### src/rtl/virtual_interface_tx_scheduler_pkg.sv
// virtual_interface_tx_scheduler_pkg: shared frame headers, FSM state and frame-type encodings
package virtual_interface_tx_scheduler_pkg;
  localparam logic [7:0] HDR_LEDS_DEF = 8'h4C;
  localparam logic [7:0] HDR_ACK_DEF  = 8'h41;
  localparam logic [1:0] S_IDLE  = 2'd0;
  localparam logic [1:0] S_START = 2'd1;
  localparam logic [1:0] S_WAIT  = 2'd2;
  typedef enum logic {FT_ACK = 1'b0, FT_LED = 1'b1} frame_t;
endpackage

### src/rtl/virtual_interface_tx_scheduler_sync_timer.sv
// vi_sync_timer: free-running period counter with a one-cycle tick in its wrap cycle
module vi_sync_timer #(
  parameter logic [31:0] CLKS_PER_SYNC = 32'd1666666
) (
  input  logic clk,
  input  logic rst_n,
  output logic tick
);
  logic [31:0] cnt;
  assign tick = cnt == CLKS_PER_SYNC - 32'd1;
  // count 0..CLKS_PER_SYNC-1, wrapping to 0 on the tick
  always_ff @(posedge clk or negedge rst_n)
    if (!rst_n) cnt <= '0;
    else cnt <= tick ? '0 : cnt + 32'd1;
endmodule

### src/rtl/virtual_interface_tx_scheduler.sv
// virtual_interface_tx_scheduler: shares one UART byte transmitter between ACK, LED-change and LED-sync frames
module virtual_interface_tx_scheduler
  import virtual_interface_tx_scheduler_pkg::*;
#(
  parameter logic [31:0] CLKS_PER_SYNC  = 32'd1666666,
  parameter logic        SEND_ON_CHANGE = 1'b0,
  parameter logic [7:0]  HDR_LEDS       = HDR_LEDS_DEF,
  parameter logic [7:0]  HDR_ACK        = HDR_ACK_DEF,
  parameter logic [31:0] TX_TIMEOUT     = 32'd20000
) (
  input  logic       clk,
  input  logic       rst_n,
  input  logic [7:0] leds,
  input  logic       rx_is_done,
  input  logic       tx_in_progress,
  input  logic       tx_is_done,
  output logic       tx_start,
  output logic [7:0] tx_byte,
  output logic       busy,
  output logic       ack_overrun,
  output logic       tx_timeout
);
  logic [1:0] state;
  frame_t ft;
  logic idx;
  logic [7:0] snap, last_sent;
  logic [31:0] tcnt;
  logic ack_pend, chg_pend, sync_pend, tick;
  logic go_ack, go_led, chg_set, last_byte, unused_ok;
  vi_sync_timer #(.CLKS_PER_SYNC(CLKS_PER_SYNC)) u_sync (.clk(clk), .rst_n(rst_n), .tick(tick));
  assign unused_ok = tx_in_progress;
  assign tx_start = state == S_START;
  assign busy = state != S_IDLE;
  assign tx_timeout = state == S_WAIT && !tx_is_done && tcnt == TX_TIMEOUT - 32'd1;
  assign ack_overrun = rx_is_done && ack_pend && !go_ack;
  // fixed-priority arbitration; the frame-start cycle does not re-detect the change it is about to send
  always_comb begin
    go_ack = state == S_IDLE && ack_pend;
    go_led = state == S_IDLE && !ack_pend && (chg_pend || sync_pend);
    chg_set = SEND_ON_CHANGE && leds != last_sent && !go_led;
    last_byte = ft == FT_ACK || idx;
  end
  // sticky request flags, a new request wins over the clear of a starting frame
  always_ff @(posedge clk or negedge rst_n)
    if (!rst_n) begin
      ack_pend <= 1'b0;
      chg_pend <= 1'b0;
      sync_pend <= 1'b0;
    end else begin
      ack_pend <= rx_is_done || (ack_pend && !go_ack);
      chg_pend <= chg_set || (chg_pend && !go_led);
      sync_pend <= tick || (sync_pend && !go_led);
    end
  // frame sequencer: IDLE picks a frame, START pulses the TX, WAIT holds until done or timeout
  always_ff @(posedge clk or negedge rst_n)
    if (!rst_n) begin
      state <= S_IDLE;
      ft <= FT_ACK;
      idx <= 1'b0;
      tx_byte <= 8'h00;
      snap <= 8'h00;
      last_sent <= 8'h00;
      tcnt <= '0;
    end else begin
      case (state)
        S_IDLE:
          if (go_ack || go_led) begin
            state <= S_START;
            ft <= go_ack ? FT_ACK : FT_LED;
            idx <= 1'b0;
            tx_byte <= go_ack ? HDR_ACK : HDR_LEDS;
            if (go_led) begin
              snap <= leds;
              last_sent <= leds;
            end
          end
        S_START: begin
          state <= S_WAIT;
          tcnt <= '0;
        end
        S_WAIT:
          if (tx_is_done) begin
            state <= last_byte ? S_IDLE : S_START;
            if (!last_byte) begin
              idx <= 1'b1;
              tx_byte <= snap;
            end
          end else if (tcnt == TX_TIMEOUT - 32'd1) state <= S_IDLE;
          else tcnt <= tcnt + 32'd1;
        default: state <= S_IDLE;
      endcase
    end
endmodule

### config.mk
export PLATFORM = sky130hd
export DESIGN_NAME = virtual_interface_tx_scheduler
export DESIGN_NICKNAME = d
export VERILOG_FILES = /design/src/rtl/virtual_interface_tx_scheduler_pkg.sv /design/src/rtl/virtual_interface_tx_scheduler_sync_timer.sv /design/src/rtl/virtual_interface_tx_scheduler.sv
export SDC_FILE = /design/constraint.sdc
export NUM_CORES = 1
export LEC_CHECK = 0
export ABC_AREA = 1
export BUFFER_PORTS_ARGS = -buffer_cell sky130_fd_sc_hd__buf_2
export CAP_MARGIN = 30
export CORE_AREA = 5 5 120 100
export DETAILED_ROUTE_END_ITERATION = 6
export DIE_AREA = 0 0 125 105
export PLACE_DENSITY = 0.67
export SYNTH_ARGS = -nofsm -noshare
export SYNTH_HDL_FRONTEND = slang
export SYNTH_SLANG_ARGS = --single-unit
### constraint.sdc
create_clock -name clk -period 2.05 [get_ports clk]
set_input_delay 0.1025 -clock clk [delete_from_list [all_inputs] [get_ports clk]]
set_output_delay 0.1025 -clock clk [all_outputs]
set_load 0.02 [all_outputs]
==> flow_summary_export.csv, run 1 <==
group,metric,value,unit
outcome,status,"complete, no violations",
global_routing,grt_max_degree,61,
pwr,power.leakage,0.00283,uW
sta,slew_viol_final,0,
global_routing,grt_usage,0.203,
critical_path,slowest_delay,0.45,ns
floorplanning,fp.dieW,125,um
place,placed_area,5500,um2
global_routing,grt_pass1_vias,4500,
drt,routedWlPerCell,14.1,um
synth,synth_cells,725,
sta,whs,0.236,ns
drt,firstDrtPassIters,5,
layout,final_area,5930,um2
synth,synth_edf_count,0,
clock_network,clockRootBuffer,"clkbuf_16",
clock_network,path_clk_slew,0.07,ns
place,routabilityCongestion,0.905,
synth,syn_area,5190,um2
layout,diodes,0,
critical_path,worstSetupEndpointType,"output port",
sta,period_share,0.940,
sta,fmax,519,MHz
global_routing,grt_overflow,0,
clock_network,cts_buffers,9,
synth,synth_ff_type,"dfrtp_1",
pwr,powerDensity,701,nW/um2
layout,layout.nets,785,
clock_network,cts_sinks,87,
clock_network,clk_path_buf_depth,2,
drt,drtIter0Drc,395,
synth,ys_top_cells_by_count,"200 x nand2_1, 111 x inv_1, 109 x nor2_1",
sta,setup_violations,0,
clock_network,htreeDepth,3,
sta,clock_skew,0.00403,ns
layout,ff_latch_area,2180,um2
synth,ys_top_cells_by_area,"dfrtp_1 42%, nand2_1 14%, inv_1 8.0%, nor2_1 7.9%, nand3_1 5.4%",
critical_path,path_common_cell,"nand2_1",
drt,ant_nets,0,
floorplanning,ios,25,
critical_path,cp_slowest_cell,"dfrtp_1",
drt,via_per_inst,5.18,
floorplanning,die_h,105,um
critical_path,crit_fanout,10,
min_path,hold_class,"primary input to async pin",
synth,synthDistinctLibCells,32,
synth,synth.ff_latch_count,87,
sta,rsz0062_at_grt,"false",
place,io_buffer_count,23,
sta,min_period,1.93,ns
sta,hold_viol_final,0,
synth,synth_top_cell_by_area,"dfrtp_1",
clock_network,clock_latency,0.34,ns
floorplanning,coreArea,10600,um2
synth,ys_seq_area_frac,0.420,
synth,syn_avg_cell_area,7.15,um2
synth,syn-num-nets,741,
floorplanning,num_rows,34,
layout,drive_gt1_frac,0.0982,
critical_path,crit_type,"flip-flop to output port",
drt,wirelength,13.0,mm
sta,worst_pin_slew,0.523,ns
layout,multiInputGateArea,2560,um2
layout,area_growth,14.3,%
synth,synth_top_area_share,0.420,
critical_path,worstSetupStartpoint,"tcnt[27]",
pwr,peakVddDrop,0.000862,V
floorplanning,die-area,13100,um2
flow_run,cap_violations,0,
drt,dr_total_vias,4755,
critical_path,r2r_start,"tcnt[27]",
synth,yosys_warnings,0,
layout,filler_cell_count,999,
global_routing,grt_pass1_wl,22.1,mm
sta,setup_tns,0,ns
synth,yosys.cell_count.top_type,"nand2_1",
floorplanning,initial_utilization,0.490,
critical_path,path_cells,"inv_1 -> nand2_1 -> nor2_1 -> nand2_1 -> nor2_4 -> nand2_8 -> nor3_2 -> buf_4",
drt,drc,0,
critical_path,r2r_slack,0.23,ns
critical_path,reg2reg_to,"tcnt[15]",
sta,relSlewSlack,0.649,
critical_path,ff2ff_path_depth,10,
critical_path,critPathLaunchType,"flip-flop",
synth,async_reset_ff_frac,1.00,
global_routing,antenna_found_initial,0,
critical_path,worst_ep_required_time,1.95,ns
place,place_hpwl,9.75,mm
critical_path,cp_data_arrival_time,1.82,ns
clock_network,cts_tree,"built",
layout,utilization,0.559,
==> metrics by stage <==
step / total power [uW] / cells / worst slack [ns]
floorplan: 2350 / 725 / 0.272
global placement: 2550 / 890 / 0.282
detailed placement: 2570 / 890 / 0.195
CTS: 4190 / 916 / 0.0150
global route: 4350 / 918 / 0.0123
finish: 4160 / 918 / 0.124
==> layout by cell type, fill, tap and decap left out, types with 6 or more instances in the layout <==
cell type,n
buf_4,10
nor2_1,109
xor2_1,28
dlygate4sd3_1,10
nand2_1,200
nand3_1,56
xnor2_1,6
clkbuf_16,9
o21ai_0,18
mux2_2,8
nor3_1,26
buf_2,21
inv_1,111
dfrtp_1,87
nand4_1,30
==> metal layers <==
metal | share of wire | GRT usage | wire length (um)
met1 | 0.49 | 0.309 | 6320
met2 | 0.40 | 0.288 | 5230
met3 | 0.095 | 0.0571 | 1230
met4 | 0.014 | 0.0433 | 183
met5 | 0 | 0 | 0
==> where the power goes <==
group	switching, uW	leakage, uW	total, uW	internal (uW)
sequential	44.5	0.00116	1840	1790
combinational	540	0.00153	712	172
clock	757	0.000141	1610	850
==> worst max-delay path by stage <==
stage / endpoint / slack, ns / cells past startpoint
2_1_floorplan: tx_timeout / 0.27 / 8
3_3_place_gp: tcnt[15] / 0.28 / 10
3_5_place_dp: tcnt[5] / 0.20 / 9
4_1_cts: tx_timeout / 0.02 / 8
5_1_grt: tx_timeout / 0.01 / 8
6_report: tx_timeout / 0.12 / 8
==> state kept, by name, summed over array words and instances, names as in the netlist <==
signal,cells
sync_pend,1
u_sync.cnt,32
tx_byte,8
snap,8
chg_pend,1
state,2
ft,1
ack_pend,1
tcnt,32
idx,1
==> layout make-up <==
| cell class | count | share of cell area |
|---|---|---|
| multi-input cells | 517 | 0.432 |
| flip-flops and latches | 87 | 0.367 |
| inverters | 112 | 0.0709 |
| repair buffers | 42 | 0.0507 |
| clock buffers | 9 | 0.0380 |
| well taps | 144 | 0.0304 |
| clock inverters | 7 | 0.0103 |
==> timing repair <==
action                                 in CTS  in global routing
setup buffers                               0                  1
hold buffers                               10                  0
resized for setup                           1                  3
endpoints found under the hold margin      36                  0
pin swaps                                   0                  2
cloned                                      0                  1
setup endpoints to repair                   1                  1
==> cells by family (layout without fill, tap and decap cells) <==
kind of cell,count (synthesis),in the layout,synth area share
AND/OR/NAND/NOR,445,446,0.376
AO/OA/AOI/OAI,26,26,0.0302
flip-flops,87,87,0.420
buffers and inverters,122,170,0.0922
multiplexers,8,8,0.0174
XOR/XNOR,34,34,0.0574
adder cells (fa/ha/maj),3,3,0.00724
==> worst max-delay path, delay by kind of cell (launching register included) <==
family	cells	cell delay (ns)
buf+inv	2	0.24
flops	1	0.45
simple gates	6	0.79
(Power assumes the default switching activity.)
==> run 2: changes to the inputs <==
--- a/config.mk
+++ b/config.mk
@@ -12,6 +12,7 @@
 export DETAILED_ROUTE_END_ITERATION = 6
 export DIE_AREA = 0 0 125 105
 export PLACE_DENSITY = 0.67
+export REMOVE_ABC_BUFFERS = 1
 export SYNTH_ARGS = -nofsm -noshare
 export SYNTH_HDL_FRONTEND = slang
 export SYNTH_SLANG_ARGS = --single-unit
==> constraint.sdc (replaced) <==
create_clock -name clk -period 2 [get_ports clk]
set_input_delay 0.1 -clock clk [delete_from_list [all_inputs] [get_ports clk]]
set_output_delay 0.1 -clock clk [all_outputs]
set_load 0.02 [all_outputs]
==> run 2 against run 1 <==
Routed wire length increased by 0.87%. Critical endpoint unchanged. Largest power group unchanged. Final area increased by 0.95%. Clock skew increased by 0.0043 ns.
==> flow_summary_export.csv, run 2 (synthesis results as in run 1) <==
group,metric,value,unit
outcome,status,"complete, no violations",
global_routing,grt_overflow,0,
global_routing,grt_pass1_wl,21.6,mm
floorplanning,num_rows,34,
sta,whs,0.264,ns
clock_network,path_clk_slew,0.07,ns
global_routing,grt_pass1_vias,4380,
layout,mostFrequentLayoutCell,"nand2_1",
floorplanning,fp.dieW,125,um
drt,dr_total_vias,4813,
floorplanning,ios,25,
critical_path,worstSetupEndpointType,"output port",
sta,setup_violations,0,
layout,diodes,0,
place,place_hpwl,9.70,mm
floorplanning,initial_utilization,0.490,
drt,drc,0,
critical_path,critPathLaunchType,"flip-flop",
sta,relSlewSlack,0.658,
layout,layout.nets,792,
critical_path,cp_data_arrival_time,1.81,ns
min_path,hold_class,"primary input to async pin",
floorplanning,die_h,105,um
sta,min_period,1.91,ns
flow_run,cap_violations,0,
global_routing,grt_max_degree,36,
sta,fmax,523,MHz
pwr,peakVddDrop,0.000908,V
floorplanning,die-area,13100,um2
floorplanning,coreArea,10600,um2
place,dp_slack,0.100,ns
layout,drive_gt1_frac,0.108,
pwr,powerDensity,717,nW/um2
clock_network,cts_sinks,87,
clock_network,cts_buffers,9,
clock_network,clk_path_buf_depth,2,
sta,worst_pin_slew,0.512,ns
clock_network,clock_latency,0.34,ns
sta,hold_viol_final,0,
place,io_buffer_count,23,
layout,top_regs,"tcnt x32, u_sync.cnt x32",
sta,worst_slack,0.0882,ns
critical_path,worst_ep_required_time,1.90,ns
sta,period_share,0.956,
critical_path,crit_type,"flip-flop to output port",
drt,routedWlPerCell,14.1,um
clock_network,cts_tree,"built",
drt,firstDrtPassIters,5,
global_routing,antenna_found_initial,0,
drt,ant_nets,0,
sta,slew_viol_final,0,
critical_path,worstSetupStartpoint,"tcnt[10]",
place,routabilityCongestion,0.947,
drt,drtIter0Drc,530,
critical_path,crit_fanout,9,
layout,mostFrequentLayoutCells,"200 x nand2_1, 111 x inv_1, 109 x nor2_1, 87 x dfrtp_1, 56 x nand3_1",
clock_network,clockRootBuffer,"clkbuf_16",
drt,via_per_inst,5.20,
place,placedCellCount,891,
drt,wirelength,13.1,mm
global_routing,grt_usage,0.201,
clock_network,htreeDepth,3,
pwr,power.leakage,0.00287,uW
critical_path,r2r_start,"u_sync.cnt[1]",
layout,area_growth,15.3,%
layout,filler_cell_count,987,
sta,clock_skew,0.00833,ns
layout,stdcell_count,925,
==> run 2: per-layer routing <==
| layer | routed length (um) | share of wire | global-route usage |
|---|---|---|---|
| met1 | 6320 | 0.48 | 0.307 |
| met2 | 5520 | 0.42 | 0.287 |
| met3 | 1110 | 0.085 | 0.0413 |
| met4 | 137 | 0.010 | 0.0557 |
| met5 | 0 | 0 | 0 |
==> run 2: critical path, stage by stage (launching register included) <==
cell and delay, ns:
dfrtp_1 0.42, nand2_1 0.14, nor2_1 0.14, nand2_1 0.10, nor2_4 0.23, nand2_8 0.13, nor3_2 0.14, buf_4 0.17
==> run 2: stage by stage <==
step                      area [um2]  utilization  total power [uW]  TNS (ns)
final                           5980        0.565              4290         0
after global routing            5980        0.565              4520   -0.0120
after CTS                       5930        0.560              4330         0
after detailed placement        5510        0.520              2660         0
after global placement          5510        0.520              2630         0
after floorplan                 5130            -              2350         0
==> run 2: final timing paths <==
kind                                   to  slack, ns  cells past startpoint
max                            tx_timeout       0.09                      7
min                               tcnt[9]       0.26                      2
max reg2reg                u_sync.cnt[13]       0.18                      9
min reg2reg                      chg_pend       0.46                      2
max in group asynchronous      tx_byte[3]       1.06                      3
min in group clk                      idx       0.31                      5
==> run 2: report_power, final <==
group / total [uW] / leakage (uW) / switching (uW) / internal (uW)
clock: 1640 / 0.000145 / 764 / 873
sequential: 1890 / 0.00116 / 48.8 / 1840
combinational: 765 / 0.00156 / 564 / 201
total: 4290 / 0.00287 / 1380 / 2910
==> run 2: repair_timing <==
| item | in CTS | in global routing |
|---|---|---|
| endpoints found under the setup margin | 1 | 1 |
| pin swaps | 1 | 3 |
| setup buffers | 1 | 6 |
| gates resized for setup | 4 | 1 |
| hold buffers | 10 | 0 |
| hold endpoints to repair | 41 | 0 |
| cloned | 1 | 0 |
==> run 2: final cells by class <==
type	count	area, um2	area share
clock buffer	9	225	0.0376
sequential	87	2180	0.364
timing repair buffer	49	353	0.0590
multi-input combinational	517	2560	0.429
inverter	112	420	0.0703
clock inverter	7	62.6	0.0105
tap	144	180	0.0301
